## config.mk

```make
export PLATFORM = sky130hd
export DESIGN_NAME = instruction_loader
export DESIGN_NICKNAME = d
export VERILOG_FILES = /design/src/rtl/risc_net_pkg.sv /design/src/rtl/byte_packer.sv /design/src/rtl/instruction_loader.sv
export SDC_FILE = /design/constraint.sdc
export NUM_CORES = 1
export LEC_CHECK = 0
export ABC_AREA = 1
export BUFFER_PORTS_ARGS = -buffer_cell sky130_fd_sc_hd__buf_2
export CORE_MARGIN = 2
export CORE_UTILIZATION = 35
export DETAILED_ROUTE_END_ITERATION = 12
export GPL_TIMING_DRIVEN = 1
export SYNTH_ARGS = -nofsm -noshare
export SYNTH_HDL_FRONTEND = slang
export SYNTH_SLANG_ARGS = --single-unit
```

## constraint.sdc

```tcl
create_clock -name clk -period 2.8 [get_ports clk]
set_clock_uncertainty 0.2 [all_clocks]
set_input_delay 0.28 -clock clk [delete_from_list [all_inputs] [get_ports clk]]
set_output_delay 0.28 -clock clk [all_outputs]
set_load 0.01 [all_outputs]
```

## src/rtl/risc_net_pkg.sv

```systemverilog
// Definitions shared by the instruction memory path: fetch, memory and loader.
// Holds the default bus widths and the loader state encoding.
package risc_net_pkg;

    localparam int DEF_ADDR_WIDTH = 16;
    localparam int DEF_DATA_WIDTH = 32;
    localparam int DEF_BYTE_WIDTH = 8;
    localparam int BYTES_PER_WORD = DEF_DATA_WIDTH / DEF_BYTE_WIDTH;

    typedef enum logic [1:0] {
        LD_IDLE    = 2'd0,
        LD_COLLECT = 2'd1,
        LD_WRITE   = 2'd2,
        LD_FINISH  = 2'd3
    } loader_state_e;

endpackage

```

## src/rtl/byte_packer.sv

```systemverilog
// Assembles BPW stream bytes into one word, first byte in the least significant lane.
// word_full flags the shift that completes a word; the index then wraps to lane 0.
module byte_packer
    import risc_net_pkg::*;
#(
    parameter int BYTE_WIDTH = DEF_BYTE_WIDTH,
    parameter int BPW        = BYTES_PER_WORD
) (
    input  logic                      clk,
    input  logic                      rst_n,
    input  logic                      clear,
    input  logic                      shift_en,
    input  logic [BYTE_WIDTH-1:0]     byte_in,
    output logic [BPW*BYTE_WIDTH-1:0] word,
    output logic                      word_full
);

    localparam int               IDX_W    = $clog2(BPW);
    localparam logic [IDX_W-1:0] LAST_IDX = IDX_W'(BPW - 1);

    logic [IDX_W-1:0]          index_q, index_d;
    logic [BPW*BYTE_WIDTH-1:0] word_q, word_d;

    always_ff @(posedge clk or negedge rst_n) begin
        if (!rst_n) begin
            index_q <= '0;
            word_q  <= '0;
        end else begin
            index_q <= index_d;
            word_q  <= word_d;
        end
    end

    always_comb begin
        index_d = index_q;
        word_d  = word_q;
        if (clear) begin
            index_d = '0;
            word_d  = '0;
        end else if (shift_en) begin
            for (int k = 0; k < BPW; k++) begin
                if (index_q == IDX_W'(k)) begin
                    word_d[k*BYTE_WIDTH +: BYTE_WIDTH] = byte_in;
                end
            end
            index_d = (index_q == LAST_IDX) ? '0 : index_q + 1'b1;
        end
    end

    assign word      = word_q;
    assign word_full = shift_en && (index_q == LAST_IDX);

endmodule

```

## src/rtl/instruction_loader.sv

```systemverilog
// Programs instruction memory from a byte stream: packs bytes little-endian into words
// and writes them at consecutive addresses from BASE_ADDR while holding the memory bus.
module instruction_loader
    import risc_net_pkg::*;
#(
    parameter int                    ADDR_WIDTH = DEF_ADDR_WIDTH,
    parameter int                    DATA_WIDTH = DEF_DATA_WIDTH,
    parameter int                    BYTE_WIDTH = DEF_BYTE_WIDTH,
    parameter logic [ADDR_WIDTH-1:0] BASE_ADDR  = '0
) (
    input  logic                  clk,
    input  logic                  rst_n,
    input  logic                  start,
    input  logic                  abort,
    input  logic [ADDR_WIDTH-1:0] word_count,
    input  logic [BYTE_WIDTH-1:0] byte_in,
    input  logic                  byte_valid,
    output logic                  byte_ready,
    output logic [ADDR_WIDTH-1:0] mem_address,
    output logic [DATA_WIDTH-1:0] mem_write_data,
    output logic                  mem_wn,
    output logic                  mem_rd,
    output logic                  bus_own,
    output logic                  done
);

    localparam int BPW = DATA_WIDTH / BYTE_WIDTH;

    loader_state_e         state_q, state_d;
    logic [ADDR_WIDTH-1:0] addr_q, addr_d;
    logic [ADDR_WIDTH-1:0] count_q, count_d;
    logic [ADDR_WIDTH-1:0] written_q, written_d;
    logic                  done_q, done_d;
    logic                  clear, shift_en, word_full;

    byte_packer #(
        .BYTE_WIDTH (BYTE_WIDTH),
        .BPW        (BPW)
    ) u_packer (
        .clk       (clk),
        .rst_n     (rst_n),
        .clear     (clear),
        .shift_en  (shift_en),
        .byte_in   (byte_in),
        .word      (mem_write_data),
        .word_full (word_full)
    );

    always_ff @(posedge clk or negedge rst_n) begin
        if (!rst_n) begin
            state_q   <= LD_IDLE;
            addr_q    <= BASE_ADDR;
            count_q   <= '0;
            written_q <= '0;
            done_q    <= 1'b0;
        end else begin
            state_q   <= state_d;
            addr_q    <= addr_d;
            count_q   <= count_d;
            written_q <= written_d;
            done_q    <= done_d;
        end
    end

    // abort outranks both start and the byte handshake in every state
    always_comb begin
        state_d   = state_q;
        addr_d    = addr_q;
        count_d   = count_q;
        written_d = written_q;
        done_d    = done_q;
        clear     = 1'b0;
        case (state_q)
            LD_IDLE: begin
                if (start && !abort) begin
                    done_d = 1'b0;
                    clear  = 1'b1;
                    if (word_count != '0) begin
                        count_d   = word_count;
                        addr_d    = BASE_ADDR;
                        written_d = '0;
                        state_d   = LD_COLLECT;
                    end else begin
                        state_d = LD_FINISH;
                    end
                end
            end
            LD_COLLECT: begin
                if (abort) begin
                    clear   = 1'b1;
                    state_d = LD_IDLE;
                end else if (word_full) begin
                    state_d = LD_WRITE;
                end
            end
            LD_WRITE: begin
                written_d = written_q + 1'b1;
                if (abort) begin
                    clear   = 1'b1;
                    state_d = LD_IDLE;
                end else if (written_q + 1'b1 == count_q) begin
                    state_d = LD_FINISH;
                end else begin
                    addr_d  = addr_q + 1'b1;
                    state_d = LD_COLLECT;
                end
            end
            LD_FINISH: begin
                if (!abort) begin
                    done_d = 1'b1;
                end
                state_d = LD_IDLE;
            end
            default: state_d = LD_IDLE;
        endcase
    end

    always_comb begin
        byte_ready  = (state_q == LD_COLLECT) && !abort;
        shift_en    = byte_ready && byte_valid;
        bus_own     = (state_q == LD_COLLECT) || (state_q == LD_WRITE);
        mem_wn      = (state_q == LD_WRITE);
        mem_rd      = 1'b0;
        mem_address = addr_q;
        done        = done_q;
    end

endmodule

```

==> results.md <==
- Status: completed
- Leakage: 2.765 nW
- Setup crit end: mem_address[2]$_DFFE_PN0P_
- Top FF cell, synth: dfrtp_1
- Critical Path RT: 2.88 ns
- Area Growth Syn to Fin: 23.66%
- Clock transition at path regs: around 0.06 ns
- H-tree depth: 3
- Initial DRC count: 263
- Vias in the first global route: about 4,200
- GPL Wtd Cong: around 0.89
- Seq/Total Area, Yosys: between 40% and 50%
- CTS buffer count: 9
- Fill cell count: about 1,300
- Worst slew pin tran: just over 1 ns
- Die height: 118.5 um
- Max transition margin: between 30% and 40%
- Reg2Reg Depth: 16
- Die W: ~120 um
- Die area: between 10,000 and 15,000 um2
- Root Driver: clkbuf_16
- TritonCTS clock tree: done
- Clock Path Buffers: 2
- Unique masters post-synth: 35
- Kind of critical path: input port to register
- WL per Instance: approximately 14 um
- Mapped Area: 4591 um2
- Cell count after placement: 835
- Max rail drop VDD: ~500 uV
- Congestion Overflow GR: 0
- Critical path startpoint category: input port
- Row cnt: a little over 40
- Detailed placement HPWL: ~9200 um
- Synth Register Bits: 85
- Area leader, netlist: dfrtp_1
- Core area: about 13,000 um2
- DRC: 0
- Via-to-Cell Ratio: 4.924
- Worst Setup SP: word_count[1]
- Reg-to-reg endpoint: mem_address[14]$_DFFE_PN0P_
- Most frequent cells in the layout: nand2_1 (170), dfrtp_1 (84), buf_2 (79)
- Skew-Pair Late Insertion Delay: ~0.35 ns
- Commonest non-fill, non-tap cell in the layout: nand2_1
- Routed vias: roughly 4,200
- Synth Instances: slightly below 600
- Non-Filler Instances: between 800 and 900
- Initial antenna violation count: 0
- Synth top area share: between 40% and 50%
- Post-route setup TNS: 0 ns
- RSZ-0062 raised after global routing: false
- Syn avg cell area: 7.821 um2
- Clock Sink Count: 85
- Syn. warnings: 0
- Detail Route Antenna Nets: 0
- Fin crit share: roughly nine tenths
- Synth area leaders: dfrtp_1 (46%), nand2_1 (14%), nand3_1 (6.1%)
- First-pass GRT wire length: ~21,000 um
- Synth Net Count: about 630
- Slew Limit Fails: 0
- Hold WC Path Type: input port to register
- Pwr dens: ~870 nW/um2
- # diodes: 0
- Reg-to-reg slack, setup: 0.33 ns
- Total GRT Usage: a little under a fifth
- Final WL: approximately 12,000 um
- Total Power: about 4.9 mW
- Largest net degree at the start of global routing: 55
- Number of synthesized flops with an enable pin: 0
- Layout cells sized above 1: 19.48%
- FFs w/ async S/R, synth: between 90% and 100%
- Final hold violations: 0
- Final setup fails: 0
- Period minus WS final: around 2.5 ns
- Num ports: approximately 80
- Layout net count: around 720
- PortBufs: 80
- Final hold slack: ~0.007 ns
- WP data arrival: 2.62 ns
- 1st-pass router iterations: 7
- Fmax: approximately 0.39 GHz
- Starting Density: 36.08%
- Maxcap violations: 0
- Reg2reg start: written_q[1]$_DFFE_PN0P_
- Largest fanout on the critical path: 10
- Element type at the critical path end: register
-- metal layers --
metal / up-vias / track usage [%] / part of all wire [%]
li1: 2107 / - / -
met3: 23 / 5.405 / 6.6
met1: 1970 / 23.14 / 44
met4: 0 / 7.292 / 2.8
met5: - / 0 / 0
met2: 135 / 29.63 / 47
-- metrics by stage --
stage / util [%] / instance area, um2 / worst slack [ns]
after global routing: 44.62 / 5677 / 0.02251
after global placement: 41.28 / 5251 / 0.2284
after CTS: 44.21 / 5624 / 0.01241
after floorplan: - / 4591 / 0.5965
after detailed placement: 41.28 / 5251 / 0.1756
final: 44.62 / 5677 / 0.2611
-- cell type report --
type                    count  area (um2)  share of cell area, %
clock buffers              11       242.7                  4.276
well taps                 172       215.2                  3.791
inverters                  58       217.7                  3.835
multi-input cells         428        2185                  38.48
flip-flops and latches     85        2128                  37.49
repair buffers            101       628.1                  11.06
clock inverters             5       60.06                  1.058
-- registers in the layout, indices dropped and copies added (netlist names) --
signal and count:
mem_address 16, state_q 2, done 1, written_q 16, count_q 16, u_packer.word 32, u_packer.index_q 2
-- worst min-delay path by stage --
stage,depth (start not counted),to,slack (ns),startpoint
final,3,count_q[5]$_DFFE_PN0P_,0.007,word_count[5]
after global routing,3,count_q[5]$_DFFE_PN0P_,0.01,word_count[5]
after CTS,3,count_q[8]$_DFFE_PN0P_,0.0005,word_count[8]
after detailed placement,1,u_packer.word[11]$_DFFE_PN0P_,0.19,rst_n
after global placement,1,u_packer.word[27]$_DFFE_PN0P_,0.18,rst_n
after floorplan,0,count_q[0]$_DFFE_PN0P_,-0.22,rst_n
-- synth_stat cells (2+ instances only) --
library cell	number
nand2_1	170
dfrtp_1	85
nand3_1	56
inv_1	54
nor2_1	51
a21oi_1	28
o21ai_0	27
o22ai_1	13
xor2_1	13
clkbuf_1	10
ha_1	10
nand4_1	10
nor4_1	10
nor3_1	9
mux2_2	6
nor2_2	4
clkinv_1	3
nand2_2	3
nand2_4	3
nor2_4	3
buf_2	2
buf_4	2
buf_6	2
xnor2_1	2
-- report_power, final --
| group | total, mW | switching (mW) | internal, mW |
|---|---|---|---|
| clock network | 1.22 | 0.504 | 0.718 |
| registers | 1.86 | 0.250 | 1.61 |
| logic | 1.85 | 1.17 | 0.687 |
-- critical path, stage by stage --
cell and delay (ns):
dlygate4sd3_1 0.53, buf_2 0.13, nor4_2 0.34, buf_4 0.18, nand4_1 0.19, nand2_1 0.26, nand2_1 0.16, nand2_1 0.18
buf_4 0.20, nand3_1 0.09, nand2_1 0.07
-- logic make-up (layout without fill, tap and decap cells) --
family | count (synthesis) | after routing | synth area share (%)
DFF | 85 | 85 | 46.33
AOI/OAI and AO/OA | 70 | 70 | 8.095
buffers and inverters | 74 | 175 | 6.596
adders and majority gates | 10 | 10 | 2.726
xor gates and xnor gates | 16 | 16 | 3.352
other | 1 | 1 | 0.08169
muxes | 6 | 6 | 1.472
and+or+nand+nor | 325 | 325 | 31.34
-- timing repair --
action                     in CTS  in global routing
hold endpoints to repair       58                  0
setup endpoints to repair       0                 17
setup buffers                   0                  2
hold buffers                    7                  0
gates resized for setup         0                  5
(Power assumes the default switching activity.)
